**config.mk**
```make
export PLATFORM = sky130hd
export DESIGN_NAME = obstacle_sched_flat
export DESIGN_NICKNAME = d
export VERILOG_FILES = /design/src/rtl/obstacle_sched_pkg.sv /design/src/rtl/obstacle_sched_if.sv /design/src/rtl/obstacle_sched_rr_pick.sv /design/src/rtl/obstacle_sched.sv /design/src/flat_wrapper.sv
export SDC_FILE = /design/constraint.sdc
export NUM_CORES = 1
export LEC_CHECK = 0
export BUFFER_PORTS_ARGS = -buffer_cell sky130_fd_sc_hd__buf_2
export CORE_MARGIN = 10
export CORE_UTILIZATION = 45
export DETAILED_ROUTE_END_ITERATION = 12
export GPL_TIMING_DRIVEN = 1
export PLACE_DENSITY = 0.72
export SLEW_MARGIN = 20
export SYNTH_ARGS = -nofsm -noshare
export SYNTH_HDL_FRONTEND = slang
export SYNTH_SLANG_ARGS = --single-unit
```
**constraint.sdc**
```tcl
create_clock -name lcd_pclk -period 2.5 [get_ports lcd_pclk]
set_input_delay 0.125 -clock lcd_pclk [delete_from_list [all_inputs] [get_ports lcd_pclk]]
set_output_delay 0.125 -clock lcd_pclk [all_outputs]
set_load 0.005 [all_outputs]
```
**src/rtl/obstacle_sched_pkg.sv**
```systemverilog
// Shared types and default constants for the cactus obstacle spawn scheduler.
package obstacle_sched_pkg;

  typedef enum logic [1:0] {
    IDLE,
    GAP,
    PICK,
    REQ
  } sched_state_t;

  localparam int NSLOT_DEF     = 2;
  localparam int MIN_GAP_DEF   = 40;
  localparam int GAP_FLOOR_DEF = 16;
  localparam int GAP_W_DEF     = 8;
  localparam int TYPE_W        = 3;
  localparam int RATE_W        = 4;
  localparam int RAND_W        = 5;
  localparam int CNT_W         = 8;

endpackage

```
**src/rtl/obstacle_sched_if.sv**
```systemverilog
// Spawn channel between the scheduler (master) and the cactus renderers (slave).
interface obstacle_sched_if
  import obstacle_sched_pkg::*;
#(
  parameter int NSLOT = NSLOT_DEF
) ();

  logic              spawn_valid;
  logic [NSLOT-1:0]  spawn_slot;
  logic [TYPE_W-1:0] spawn_type;
  logic [NSLOT-1:0]  spawn_ready;
  logic [NSLOT-1:0]  slot_busy;

  modport master (
    output spawn_valid, spawn_slot, spawn_type,
    input  spawn_ready, slot_busy
  );

  modport slave (
    input  spawn_valid, spawn_slot, spawn_type,
    output spawn_ready, slot_busy
  );

endinterface

```
**src/rtl/obstacle_sched_rr_pick.sv**
```systemverilog
// Round-robin free-slot finder: first non-busy slot searching from ptr+1 with wrap.
module obstacle_sched_rr_pick #(
  parameter  int NSLOT = 2,
  localparam int IDX_W = (NSLOT > 1) ? $clog2(NSLOT) : 1
) (
  input  logic [NSLOT-1:0] busy,
  input  logic [IDX_W-1:0] ptr,
  output logic             found,
  output logic [IDX_W-1:0] idx,
  output logic [NSLOT-1:0] onehot
);

  logic [IDX_W-1:0] cand;

  // NOTE: every output gets a default before the loop so no path leaves a value held (no latch).
  always_comb begin
    found  = 1'b0;
    idx    = '0;
    onehot = '0;
    cand   = '0;
    for (int k = 1; k <= NSLOT; k++) begin
      cand = IDX_W'((int'(ptr) + k) % NSLOT);
      if (!found && !busy[cand]) begin
        found        = 1'b1;
        idx          = cand;
        onehot[cand] = 1'b1;
      end
    end
  end

endmodule

```
**src/rtl/obstacle_sched.sv**
```systemverilog
// Obstacle spawn scheduler: frame-counted gap, round-robin slot pick, valid/ready spawn.
module obstacle_sched
  import obstacle_sched_pkg::*;
#(
  parameter int NSLOT     = NSLOT_DEF,
  parameter int MIN_GAP   = MIN_GAP_DEF,
  parameter int GAP_FLOOR = GAP_FLOOR_DEF,
  parameter int GAP_W     = GAP_W_DEF
) (
  input  logic              lcd_pclk,
  input  logic              rst,
  input  logic              frame_tick,
  input  logic              is_living,
  input  logic [RATE_W-1:0] move_rate,
  input  logic [RAND_W-1:0] random_five,
  input  logic [TYPE_W-1:0] random_three,
  obstacle_sched_if.master  sp,
  output logic [CNT_W-1:0]  spawn_count
);

  localparam int IDX_W = (NSLOT > 1) ? $clog2(NSLOT) : 1;
  localparam int GW    = GAP_W + 1;

  sched_state_t      state;
  logic              living_q;
  logic [GAP_W-1:0]  gap_cnt;
  logic [IDX_W-1:0]  rr_ptr;
  logic [IDX_W-1:0]  pick_idx;
  logic              valid_r;
  logic [NSLOT-1:0]  slot_r;
  logic [TYPE_W-1:0] type_r;

  logic              pick_found;
  logic [IDX_W-1:0]  pick_idx_c;
  logic [NSLOT-1:0]  pick_onehot;
  logic              handshake;
  logic [GAP_W:0]    gap_raw;
  logic [GAP_W-1:0]  gap_load;

  obstacle_sched_rr_pick #(.NSLOT(NSLOT)) u_rr_pick (
    .busy   (sp.slot_busy),
    .ptr    (rr_ptr),
    .found  (pick_found),
    .idx    (pick_idx_c),
    .onehot (pick_onehot)
  );

  // One extra bit lets a high speed push the raw gap negative before clamping to the floor.
  always_comb begin
    gap_raw = GW'(MIN_GAP) + GW'(random_five) - (GW'(move_rate) << 1);
    if ($signed(gap_raw) < $signed(GW'(GAP_FLOOR))) gap_load = GAP_W'(GAP_FLOOR);
    else                                            gap_load = gap_raw[GAP_W-1:0];
  end

  assign handshake = |(slot_r & sp.spawn_ready);

  // NOTE: sequential state uses non-blocking assignments so every register samples pre-edge values.
  always_ff @(posedge lcd_pclk) begin
    if (rst) begin
      state       <= IDLE;
      living_q    <= 1'b0;
      gap_cnt     <= '0;
      rr_ptr      <= IDX_W'(NSLOT - 1);
      pick_idx    <= '0;
      valid_r     <= 1'b0;
      slot_r      <= '0;
      type_r      <= '0;
      spawn_count <= '0;
    end else begin
      living_q <= is_living;
      if (!is_living) begin
        // Abort beats a same-cycle handshake; the tally stays frozen for display.
        state   <= IDLE;
        gap_cnt <= '0;
        valid_r <= 1'b0;
        slot_r  <= '0;
        type_r  <= '0;
      end else begin
        case (state)
          IDLE: begin
            if (!living_q) begin
              spawn_count <= '0;
              gap_cnt     <= gap_load;
              state       <= GAP;
            end
          end
          GAP: begin
            if (frame_tick && gap_cnt != '0) begin
              gap_cnt <= gap_cnt - 1'b1;
              if (gap_cnt == GAP_W'(1)) state <= PICK;
            end
          end
          PICK: begin
            if (pick_found) begin
              slot_r   <= pick_onehot;
              type_r   <= random_three;
              pick_idx <= pick_idx_c;
              valid_r  <= 1'b1;
              state    <= REQ;
            end
          end
          REQ: begin
            if (handshake) begin
              valid_r <= 1'b0;
              slot_r  <= '0;
              type_r  <= '0;
              rr_ptr  <= pick_idx;
              if (spawn_count != '1) spawn_count <= spawn_count + 1'b1;
              gap_cnt <= gap_load;
              state   <= GAP;
            end
          end
          default: state <= IDLE;
        endcase
      end
    end
  end

  assign sp.spawn_valid = valid_r;
  assign sp.spawn_slot  = slot_r;
  assign sp.spawn_type  = type_r;

endmodule
```
**src/flat_wrapper.sv**
```systemverilog
// flat-port wrapper written by rule: the top's interface ports become plain ports
module obstacle_sched_flat import obstacle_sched_pkg::*;
#(
  parameter int NSLOT     = NSLOT_DEF,
  parameter int MIN_GAP   = MIN_GAP_DEF,
  parameter int GAP_FLOOR = GAP_FLOOR_DEF,
  parameter int GAP_W     = GAP_W_DEF
)
  (lcd_pclk, rst, frame_tick, is_living, move_rate, random_five, random_three, spawn_count, sp_spawn_valid, sp_spawn_slot, sp_spawn_type, sp_spawn_ready, sp_slot_busy);
  obstacle_sched_if #(.NSLOT(NSLOT)) sp_i ();
  input  logic lcd_pclk;
  input  logic rst;
  input  logic frame_tick;
  input  logic is_living;
  input  logic [RATE_W-1:0] move_rate;
  input  logic [RAND_W-1:0] random_five;
  input  logic [TYPE_W-1:0] random_three;
  output logic [CNT_W-1:0] spawn_count;
  output wire logic [$bits(sp_i.spawn_valid)-1:0] sp_spawn_valid;
  output wire logic [$bits(sp_i.spawn_slot)-1:0] sp_spawn_slot;
  output wire logic [$bits(sp_i.spawn_type)-1:0] sp_spawn_type;
  input wire logic [$bits(sp_i.spawn_ready)-1:0] sp_spawn_ready;
  input wire logic [$bits(sp_i.slot_busy)-1:0] sp_slot_busy;
  assign sp_spawn_valid = sp_i.spawn_valid;
  assign sp_spawn_slot = sp_i.spawn_slot;
  assign sp_spawn_type = sp_i.spawn_type;
  assign sp_i.spawn_ready = sp_spawn_ready;
  assign sp_i.slot_busy = sp_slot_busy;
  obstacle_sched #(.NSLOT(NSLOT), .MIN_GAP(MIN_GAP), .GAP_FLOOR(GAP_FLOOR), .GAP_W(GAP_W)) u_core (.lcd_pclk(lcd_pclk), .rst(rst), .frame_tick(frame_tick), .is_living(is_living), .move_rate(move_rate), .random_five(random_five), .random_three(random_three), .sp(sp_i), .spawn_count(spawn_count));
endmodule
```
==> impl_metrics.env, run 1 <==
export IMPL_outcome="completed"
export IMPL_drv_cap=0
export IMPL_maxSlewHeadroom=0.5321
export IMPL_gp_congestion=0.8456
export IMPL_worstPathRequired_ps=2710
export IMPL_antenna_left=0
export IMPL_dr_pass1_iters=4
export IMPL_fin_crit_sh=0.9154
export IMPL_nNetsFinal=286
export IMPL_slowest_delay_ps=550
export IMPL_h_tree_depth=1
export IMPL_placed_area_um2=2011
export IMPL_critical_path_class="flop to flop"
export IMPL_crit_family="compound AO/OA/AOI/OAI gates"
export IMPL_cts_tree="done"
export IMPL_clk_pin_slew_ps=100
export IMPL_clk_latency_ps=280
export IMPL_rows=22
export IMPL_grtUsageMet3=0.03809
export IMPL_fin_tns_setup_ps=0
export IMPL_dieArea_um2=6924
export IMPL_hold_depth=3
export IMPL_rrSetupSlack_ps=210
export IMPL_cts_root_buffer="clkbuf_8"
export IMPL_min_delay_start="random_three[2]"
export IMPL_yosysWarningCount=0
export IMPL_p_comb_frac=0.286
export IMPL_fp_coreArea_um2=3771
export IMPL_synth_area_mux_share=0.02853
export IMPL_fmax_mhz=437.0
export IMPL_clock_sinks=27
export IMPL_rr_worst_depth=7
export IMPL_via_per_inst=5.431
export IMPL_cts_setup_buffers=0
export IMPL_grt_pass1_wl_um=6865
export IMPL_die_width_um=83.21
export IMPL_synth_top_cells_by_area="dfxtp_1 30%, ha_1 10%, nor2_1 5.2%"
export IMPL_initial_utilization=0.4768
export IMPL_cts_hold_buf=0
export IMPL_synth_seq_cells=27
export IMPL_r2r_end="u_core.gap_cnt[2]"
export IMPL_cellPowerDensity_nw_per_um2=489.1
export IMPL_antenna_found_initial=0
export IMPL_fin_area_um2=2059
export IMPL_slew_viol_final=0
export IMPL_grt_busiest_layer="met2"
export IMPL_holdPathEnd="u_core.sp.spawn_type[2]"
export IMPL_power_leakage_uw=0.0008703
export IMPL_wl_per_cell_um=13.41
export IMPL_crit_reg2reg_launch="u_core.state[1]"
export IMPL_hp_class="input pin to flop"
export IMPL_crit_slowest_cell="or4b_1"
export IMPL_seqPwrFrac=0.459
export IMPL_crit_path_start_kind="flop"
export IMPL_yosysTopAreaCell="dfxtp_1"
export IMPL_clock_path_buffers=2
export IMPL_fp_dieH_um=83.21
export IMPL_drtIter0Drc=142
export IMPL_synth_edf_count=0
export IMPL_path_cells="inv_1 -> ha_1 -> nor2b_1 -> a2111oi_4 -> o41ai_4 -> or4b_1 -> a21oi_1"
export IMPL_switching_share=0.3198
export IMPL_drive_gt1_frac=0.1928
export IMPL_synthSimpleGateAreaFrac=0.2296
export IMPL_rsz0062_at_grt="false"
export IMPL_synthArstFlopShare=0
export IMPL_syn_area_per_cell_um2=8.324
export IMPL_cts_resized=0
export IMPL_drc=0
export IMPL_track_usage=0.1115
export IMPL_ys_types=53
export IMPL_p_switching_uw=322.1
export IMPL_worst_pin_slew_ps=698.8
export IMPL_top_level_ports=34
export IMPL_synth_adder_area_share=0.1155
export IMPL_dp_hpwl_um=3118
export IMPL_cp_num_buf_inv=1
export IMPL_period_needed_ps=2288
export IMPL_layout_commonest_cell="buf_2"
export IMPL_numCtsBuffers=3
export IMPL_grt_start_max_net_pins=23
export IMPL_grtUsageMet2=0.1662
export IMPL_clock_skew_ps=10.42
export IMPL_grtUsageMet1=0.1501
export IMPL_drt_total_wl_um=3984
export IMPL_vias=1613
export IMPL_seq_area_frac_synth=0.3006
export IMPL_synth_top_family_by_area="compound AO/OA/AOI/OAI gates"
export IMPL_max_vdd_ir_drop_mv=0.2975
export IMPL_grt_overflow_total=0
export IMPL_num_antenna_cells=0
export IMPL_syn_nets=252
export IMPL_synth_xor_area_frac=0.03897
export IMPL_io_buffers=33
export IMPL_finalSetupViolations=0
export IMPL_p_int_uw=685.1
export IMPL_cp_max_fo=9
export IMPL_p_clk_frac=0.255
export IMPL_syn_inst=216
export IMPL_mostFrequentLayoutCells="33 x buf_2, 27 x dfxtp_1, 25 x nor2_1"
export IMPL_netlist_area_leader_share=0.3006
export IMPL_synth_area_um2=1798
export IMPL_area_delta_synth_final_pct=14.54
export IMPL_arrival_ps=2500
export IMPL_finalHoldViolations=0
export IMPL_synth_compound_area_share=0.2296
export IMPL_synthFlopType="dfxtp_1"
export IMPL_crit_path_end_kind="flop"
export IMPL_grt_pass1_vias=1495
## kinds of logic (layout without fill, tap and decap cells)
| kind of cell | after synthesis | in the layout |
|---|---|---|
| and+or+nand+nor | 81 | 81 |
| buffers and inverters | 25 | 58 |
| DFF | 27 | 27 |
| AOI/OAI and AO/OA | 54 | 54 |
| xor gates and xnor gates | 8 | 8 |
| adders and majority gates | 16 | 16 |
| muxes | 5 | 5 |
## flip-flops by register name, indices dropped and copies added, names as in the netlist
signal	cells
u_core.state	2
u_core.sp.spawn_type	3
u_core.spawn_count	8
u_core.rr_ptr	1
u_core.pick_idx	1
u_core.sp.spawn_slot	2
u_core.sp.spawn_valid	1
u_core.living_q	1
u_core.gap_cnt	8
## worst max path at each step
stage | from | end | slack [ps] | depth (start not counted)
4_1_cts | u_core.state[1] | u_core.gap_cnt[2] | 210 | 7
2_1_floorplan | u_core.state[1] | u_core.gap_cnt[2] | 340 | 7
5_1_grt | u_core.state[1] | u_core.gap_cnt[2] | 70 | 7
6_report | u_core.state[1] | u_core.gap_cnt[2] | 210 | 7
3_5_place_dp | u_core.state[1] | u_core.gap_cnt[2] | 240 | 7
3_3_place_gp | u_core.state[1] | u_core.gap_cnt[2] | 300 | 7
## per-stage QoR
step,total power (uW),hold WS (ps),std cells,utilization,worst slack (ps)
5_1_grt,1078,94.74,297,0.5461,67.19
6_report,1007,90.83,297,0.5461,211.5
4_1_cts,1020,83.29,297,0.5461,213.0
3_5_place_dp,757.7,386.7,293,0.5332,237.6
3_3_place_gp,757.9,377.4,293,0.5332,299.5
2_1_floorplan,698.1,194.1,216,-,345.0
## layer usage
| metal | routed length [um] | up-vias |
|---|---|---|
| met3 | 264 | 2 |
| met5 | 0 | - |
| met4 | 22 | 0 |
| met1 | 1974 | 721 |
| li1 | - | 844 |
| met2 | 1723 | 46 |
## worst register-to-register path: stages (launching register included)
cell       delay, ps
dfxtp_1          400
inv_1            100
ha_1             190
nor2b_1          170
a2111oi_4        450
o41ai_4          240
or4b_1           560
a21oi_1          130
## Yosys cell counts (all sizes together) (5+ instances only)
cell   instances
dfxtp         27
nor2          25
inv           18
nand2         16
a21oi         15
ha            15
a22oi          6
nand3          6
nor3           6
o21ai          6
xnor2          5
## area by class of cell
class / count / area, um2
Fill cell: 361 / 1712
Multi-Input combinational cell: 164 / 1155
Sequential cell: 27 / 540.5
Timing Repair Buffer: 36 / 187.7
Inverter: 18 / 67.56
Tap cell: 48 / 60.06
Clock buffer: 3 / 41.29
Clock inverter: 1 / 7.507
## power by group through the flow
stage	combinational [uW]	clock (uW)	sequential [uW]
2_1_floorplan	231	0	468
3_3_place_gp	286	0	472
3_5_place_dp	286	0	472
4_1_cts	288	269	462
5_1_grt	327	285	465
6_report	289	256	462
(Power assumes the default switching activity.)
==> run 2, diff against run 1 <==
--- a/config.mk
+++ b/config.mk
@@ -10,7 +10,7 @@
 export CORE_UTILIZATION = 45
 export DETAILED_ROUTE_END_ITERATION = 12
 export GPL_TIMING_DRIVEN = 1
-export PLACE_DENSITY = 0.72
+export PLACE_DENSITY = 0.66
 export SLEW_MARGIN = 20
 export SYNTH_ARGS = -nofsm -noshare
 export SYNTH_HDL_FRONTEND = slang
==> run 2 against run 1 <==
  * Via count is essentially flat
  * First-iteration DRC count shrank 37%
  * Sequential cell count is the same
  * Routed wire length grew 2.2%
  * Clock skew shrank 2.2 ps
  * Final cell count shrank 0.34%
  * Critical endpoint unchanged
  * Core utilization shrank 0.20 points
  * Die area is the same
  * Hold slack gained 2.4 ps
  * Non-clock buffer count shrank 1
  * Final area shrank 0.36%
==> impl_metrics.env, run 2 (synthesized netlist as in run 1, its figures left out) <==
export IMPL_power_leakage_uw=0.0008658
export IMPL_cp_max_fo=9
export IMPL_slew_viol_final=0
export IMPL_r2r_end="u_core.gap_cnt[2]"
export IMPL_die_width_um=83.21
export IMPL_wl_per_cell_um=13.76
export IMPL_worst_pin_slew_ps=742.7
export IMPL_cellPowerDensity_nw_per_um2=488.5
export IMPL_mostFrequentLayoutCells="33 x buf_2, 27 x dfxtp_1, 25 x nor2_1"
export IMPL_top_level_ports=34
export IMPL_outcome="completed"
export IMPL_arrival_ps=2490
export IMPL_hold_depth=3
export IMPL_gp_congestion=0.8544
export IMPL_rrSetupSlack_ps=210
export IMPL_dp_hpwl_um=3206
export IMPL_crit_slowest_cell="or4b_1"
export IMPL_rsz0062_at_grt="false"
export IMPL_drtIter0Drc=89
export IMPL_fmax_mhz=436.5
export IMPL_numCtsBuffers=3
export IMPL_hp_class="input pin to flop"
export IMPL_crit_path_end_kind="flop"
export IMPL_track_usage=0.1107
export IMPL_crit_reg2reg_launch="u_core.state[1]"
export IMPL_cts_resized=0
export IMPL_layout_commonest_cell="buf_2"
export IMPL_grt_pass1_vias=1483
export IMPL_num_antenna_cells=0
export IMPL_max_vdd_ir_drop_mv=0.3710
export IMPL_h_tree_depth=1
export IMPL_drc=0
export IMPL_cts_setup_buffers=0
export IMPL_path_cells="inv_1 -> ha_1 -> nor2b_1 -> a2111oi_4 -> o41ai_4 -> or4b_1 -> a21oi_1"
export IMPL_drv_cap=0
export IMPL_crit_path_start_kind="flop"
export IMPL_clock_sinks=27
export IMPL_fin_crit_sh=0.9165
export IMPL_dr_pass1_iters=6
export IMPL_drt_total_wl_um=4073
export IMPL_via_per_inst=5.446
export IMPL_clk_latency_ps=280
export IMPL_rows=22
export IMPL_antenna_left=0
export IMPL_antenna_found_initial=0
export IMPL_clock_path_buffers=2
export IMPL_finalSetupViolations=0
export IMPL_fp_dieH_um=83.21
export IMPL_maxSlewHeadroom=0.5027
export IMPL_cts_tree="done"
export IMPL_period_needed_ps=2291
export IMPL_nNetsFinal=285
export IMPL_pre_cts_ws_ps=219.8
export IMPL_area_delta_synth_final_pct=14.13
export IMPL_clock_skew_ps=8.190
export IMPL_worstPathRequired_ps=2700
export IMPL_fin_tns_setup_ps=0
export IMPL_placed_area_um2=2003
export IMPL_final_util=0.5441
export IMPL_initial_utilization=0.4768
export IMPL_min_delay_start="random_three[1]"
export IMPL_rr_worst_depth=7
export IMPL_grt_pass1_wl_um=6824
export IMPL_critical_path_class="flop to flop"
export IMPL_io_buffers=33
export IMPL_grt_overflow_total=0
export IMPL_finalHoldViolations=0
export IMPL_cts_hold_buf=0
export IMPL_setup_ws_ps=208.8
export IMPL_fin_area_um2=2052
export IMPL_drive_gt1_frac=0.1895
export IMPL_fp_coreArea_um2=3771
export IMPL_holdPathEnd="u_core.sp.spawn_type[1]"
export IMPL_fin_hold_ws_ps=93.27
export IMPL_grt_start_max_net_pins=23
export IMPL_slowest_delay_ps=540
export IMPL_vias=1612
export IMPL_cts_root_buffer="clkbuf_8"
export IMPL_clk_pin_slew_ps=100
export IMPL_dieArea_um2=6924
[run 2: area by class of cell]
cell class | instances | area [um2]
sequential | 27 | 540.5
fill | 377 | 1719
multi-input combinational | 164 | 1155
timing repair buffer | 35 | 180.2
clock inverter | 1 | 7.507
tap | 48 | 60.06
inverter | 18 | 67.56
clock buffer | 3 | 41.29
[run 2: worst max path at each step]
stage                         start                 to  slack (ps)  depth (start not counted)
finish              u_core.state[1]  u_core.gap_cnt[2]         210                          7
global route        u_core.state[1]  u_core.gap_cnt[2]          10                          7
CTS                 u_core.state[1]  u_core.gap_cnt[2]         190                          7
detailed placement  u_core.state[1]  u_core.gap_cnt[2]         220                          7
global placement    u_core.state[1]  u_core.gap_cnt[2]         280                          7
floorplan           u_core.state[1]  u_core.gap_cnt[2]         340                          7
[run 2: routing by layer]
metal	vias to the layer above	share of wire	track usage
li1	845	-	-
met1	736	0.55	0.1601
met2	29	0.40	0.1585
met3	2	0.046	0.03320
met4	0	0.0027	0.01385
met5	-	0	0
[run 2: metrics by stage]
| step | total power [uW] | std cells |
|---|---|---|
| after floorplan | 698.1 | 216 |
| after global placement | 758.6 | 292 |
| after detailed placement | 762.2 | 292 |
| after CTS | 1009 | 296 |
| after global routing | 1062 | 296 |
| final | 1002 | 296 |
[run 2: worst max-delay path, delay by kind of cell (launching register included)]
family / cells / cell delay, ps
compound gates: 3 / 800
fa+ha+maj: 1 / 200
buf+inv: 1 / 100
flops: 1 / 410
simple gates: 2 / 700
[run 2: report_power, final]
group	internal [uW]	leakage [uW]	total, uW	switching, uW
Clock	113	0.0000217	249	136
Combinational	126	0.000625	291	164
Sequential	445	0.000219	462	17.6
Total	684	0.000866	1000	318
==> run 3, diff against run 2 <==
--- a/config.mk
+++ b/config.mk
@@ -7,10 +7,11 @@
 export LEC_CHECK = 0
 export BUFFER_PORTS_ARGS = -buffer_cell sky130_fd_sc_hd__buf_2
 export CORE_MARGIN = 10
-export CORE_UTILIZATION = 45
+export CORE_UTILIZATION = 50
+export CTS_CLUSTER_SIZE = 30
 export DETAILED_ROUTE_END_ITERATION = 12
 export GPL_TIMING_DRIVEN = 1
-export PLACE_DENSITY = 0.66
+export PLACE_DENSITY = 0.72
 export SLEW_MARGIN = 20
 export SYNTH_ARGS = -nofsm -noshare
 export SYNTH_HDL_FRONTEND = slang
==> run 3 against run 2 <==
  * Critical path depth is the same
  * Combinational power hardly changed
  * Sequential cell count unchanged
  * Sequential power is essentially flat
  * Core utilization increased by 4.9 points
  * Register-to-register slack barely moved
  * Clock skew is 7.6 ps lower
  * Sequential share of layout area increased by 0.33 points
  * Global-route usage is 1.2 points higher
==> impl_metrics.env, run 3 (synthesized netlist as in run 1, its figures left out) <==
export IMPL_fp_dieH_um=79.97
export IMPL_critical_path_class="flop to flop"
export IMPL_fin_hold_ws_ps=36.59
export IMPL_cellPowerDensity_nw_per_um2=462.9
export IMPL_mostFrequentLayoutCells="33 x buf_2, 27 x dfxtp_1, 25 x nor2_1"
export IMPL_startpoint="u_core.state[1]"
export IMPL_via_per_inst=5.452
export IMPL_crit_cells=7
export IMPL_drc=0
export IMPL_numCtsBuffers=3
export IMPL_layout_commonest_cell="buf_2"
export IMPL_crit_end="u_core.gap_cnt[2]"
export IMPL_cts_hold_buf=0
export IMPL_maxSlewHeadroom=0.5581
export IMPL_antenna_found_initial=0
export IMPL_r2r_end="u_core.gap_cnt[2]"
export IMPL_crit_family="compound AO/OA/AOI/OAI gates"
export IMPL_track_usage=0.1225
export IMPL_period_needed_ps=2285
export IMPL_grt_pass1_vias=1506
export IMPL_cts_root_buffer="clkbuf_4"
export IMPL_rr_worst_depth=7
export IMPL_cp_num_buf_inv=1
export IMPL_rsz0062_at_grt="false"
export IMPL_area_delta_synth_final_pct=12.73
export IMPL_slew_viol_final=0
export IMPL_placed_area_um2=2001
export IMPL_crit_path_end_kind="flop"
export IMPL_max_vdd_ir_drop_mv=0.2331
export IMPL_hp_class="input pin to flop"
export IMPL_crit_slowest_cell="or4b_1"
export IMPL_finalSetupViolations=0
export IMPL_rrSetupSlack_ps=220
export IMPL_fin_area_um2=2027
export IMPL_dr_pass1_iters=4
export IMPL_dp_hpwl_um=3096
export IMPL_power_leakage_uw=0.0008591
export IMPL_top_level_ports=34
export IMPL_grt_pass1_wl_um=6617
export IMPL_fillCellCount=336
export IMPL_worstPathRequired_ps=2760
export IMPL_grt_overflow_total=0
export IMPL_nNetsFinal=285
export IMPL_h_tree_depth=1
export IMPL_gp_congestion=0.8287
export IMPL_cts_tree="done"
export IMPL_crit_path_start_kind="flop"
export IMPL_cts_setup_buffers=0
export IMPL_slowest_delay_ps=540
export IMPL_fmax_mhz=437.7
export IMPL_clk_pin_slew_ps=140
export IMPL_dieArea_um2=6394
export IMPL_cp_max_fo=9
export IMPL_clock_sinks=27
export IMPL_placed_cells_incl_taps=290
export IMPL_clock_skew_ps=0.6017
export IMPL_fin_crit_sh=0.9138
export IMPL_drt_total_wl_um=3839
export IMPL_fp_coreArea_um2=3416
export IMPL_fin_cells=294
export IMPL_clock_path_buffers=2
export IMPL_drive_gt1_frac=0.1855
export IMPL_num_antenna_cells=0
export IMPL_final_util=0.5934
export IMPL_clk_latency_ps=320
export IMPL_die_width_um=79.97
export IMPL_outcome="completed"
export IMPL_antenna_left=0
export IMPL_worst_pin_slew_ps=660.0
export IMPL_io_buffers=33
export IMPL_crit_reg2reg_launch="u_core.state[1]"
export IMPL_arrival_ps=2550
export IMPL_drtIter0Drc=91
export IMPL_rows=21
export IMPL_path_cells="inv_1 -> ha_1 -> nor2b_1 -> a2111oi_4 -> o41ai_4 -> or4b_1 -> a21oi_1"
export IMPL_grt_start_max_net_pins=23
export IMPL_initial_utilization=0.5264
export IMPL_fin_tns_setup_ps=0
export IMPL_drv_cap=0
export IMPL_wl_per_cell_um=13.06
export IMPL_finalHoldViolations=0
export IMPL_cts_resized=0
export IMPL_vias=1603
-- run 3: cell types whose count changed in the layout (fill, tap and decap cells not counted), sizes merged --
cell,delta
clkinvlp,-1
clkbuf,+1
-- run 3: worst min-delay path by stage --
stage / start / to / slack (ps) / cells after the start
after floorplan: rst / u_core.pick_idx / 190 / 1
after global placement: random_three[2] / u_core.sp.spawn_type[2] / 380 / 3
after detailed placement: random_three[2] / u_core.sp.spawn_type[2] / 380 / 3
after CTS: rst / u_core.pick_idx / 30 / 2
after global routing: random_three[1] / u_core.sp.spawn_type[1] / 60 / 3
final: random_three[2] / u_core.sp.spawn_type[2] / 40 / 3
-- run 3: final cells by class --
class	instances	area, um2	share of cell area
inverter	18	67.56	0.03333
timing repair buffer	35	180.2	0.08889
sequential	27	540.5	0.2667
tap	46	57.56	0.02840
clock buffer	4	26.28	0.01296
multi-input combinational	164	1155	0.5698
-- run 3: per-stage QoR --
stage,worst slack [ps],power [uW]
after detailed placement,233.9,758.4
after floorplan,345.0,698.1
after global routing,30.27,1005
after global placement,279.9,755.6
after CTS,201.8,944.6
final,215.4,938.3
-- run 3: worst min-delay path, cell delays in order --
cell and delay (ps):
buf_2 70, a22oi_1 70, nor2_1 70
-- run 3: per-layer routing --
layer | wire length, um | track usage | vias up | part of all wire
li1 | - | - | 846 | -
met1 | 1912 | 0.1637 | 710 | 0.50
met2 | 1600 | 0.1894 | 42 | 0.42
met3 | 267 | 0.02252 | 5 | 0.070
met4 | 59 | 0.04577 | 0 | 0.015
met5 | 0 | 0 | - | 0
-- run 3: power breakdown --
group	total [uW]	leakage, uW	switching (uW)	internal (uW)
clock	187	0.0000150	125	62.6
combinational	288	0.000625	162	126
sequential	462	0.000219	17.1	445
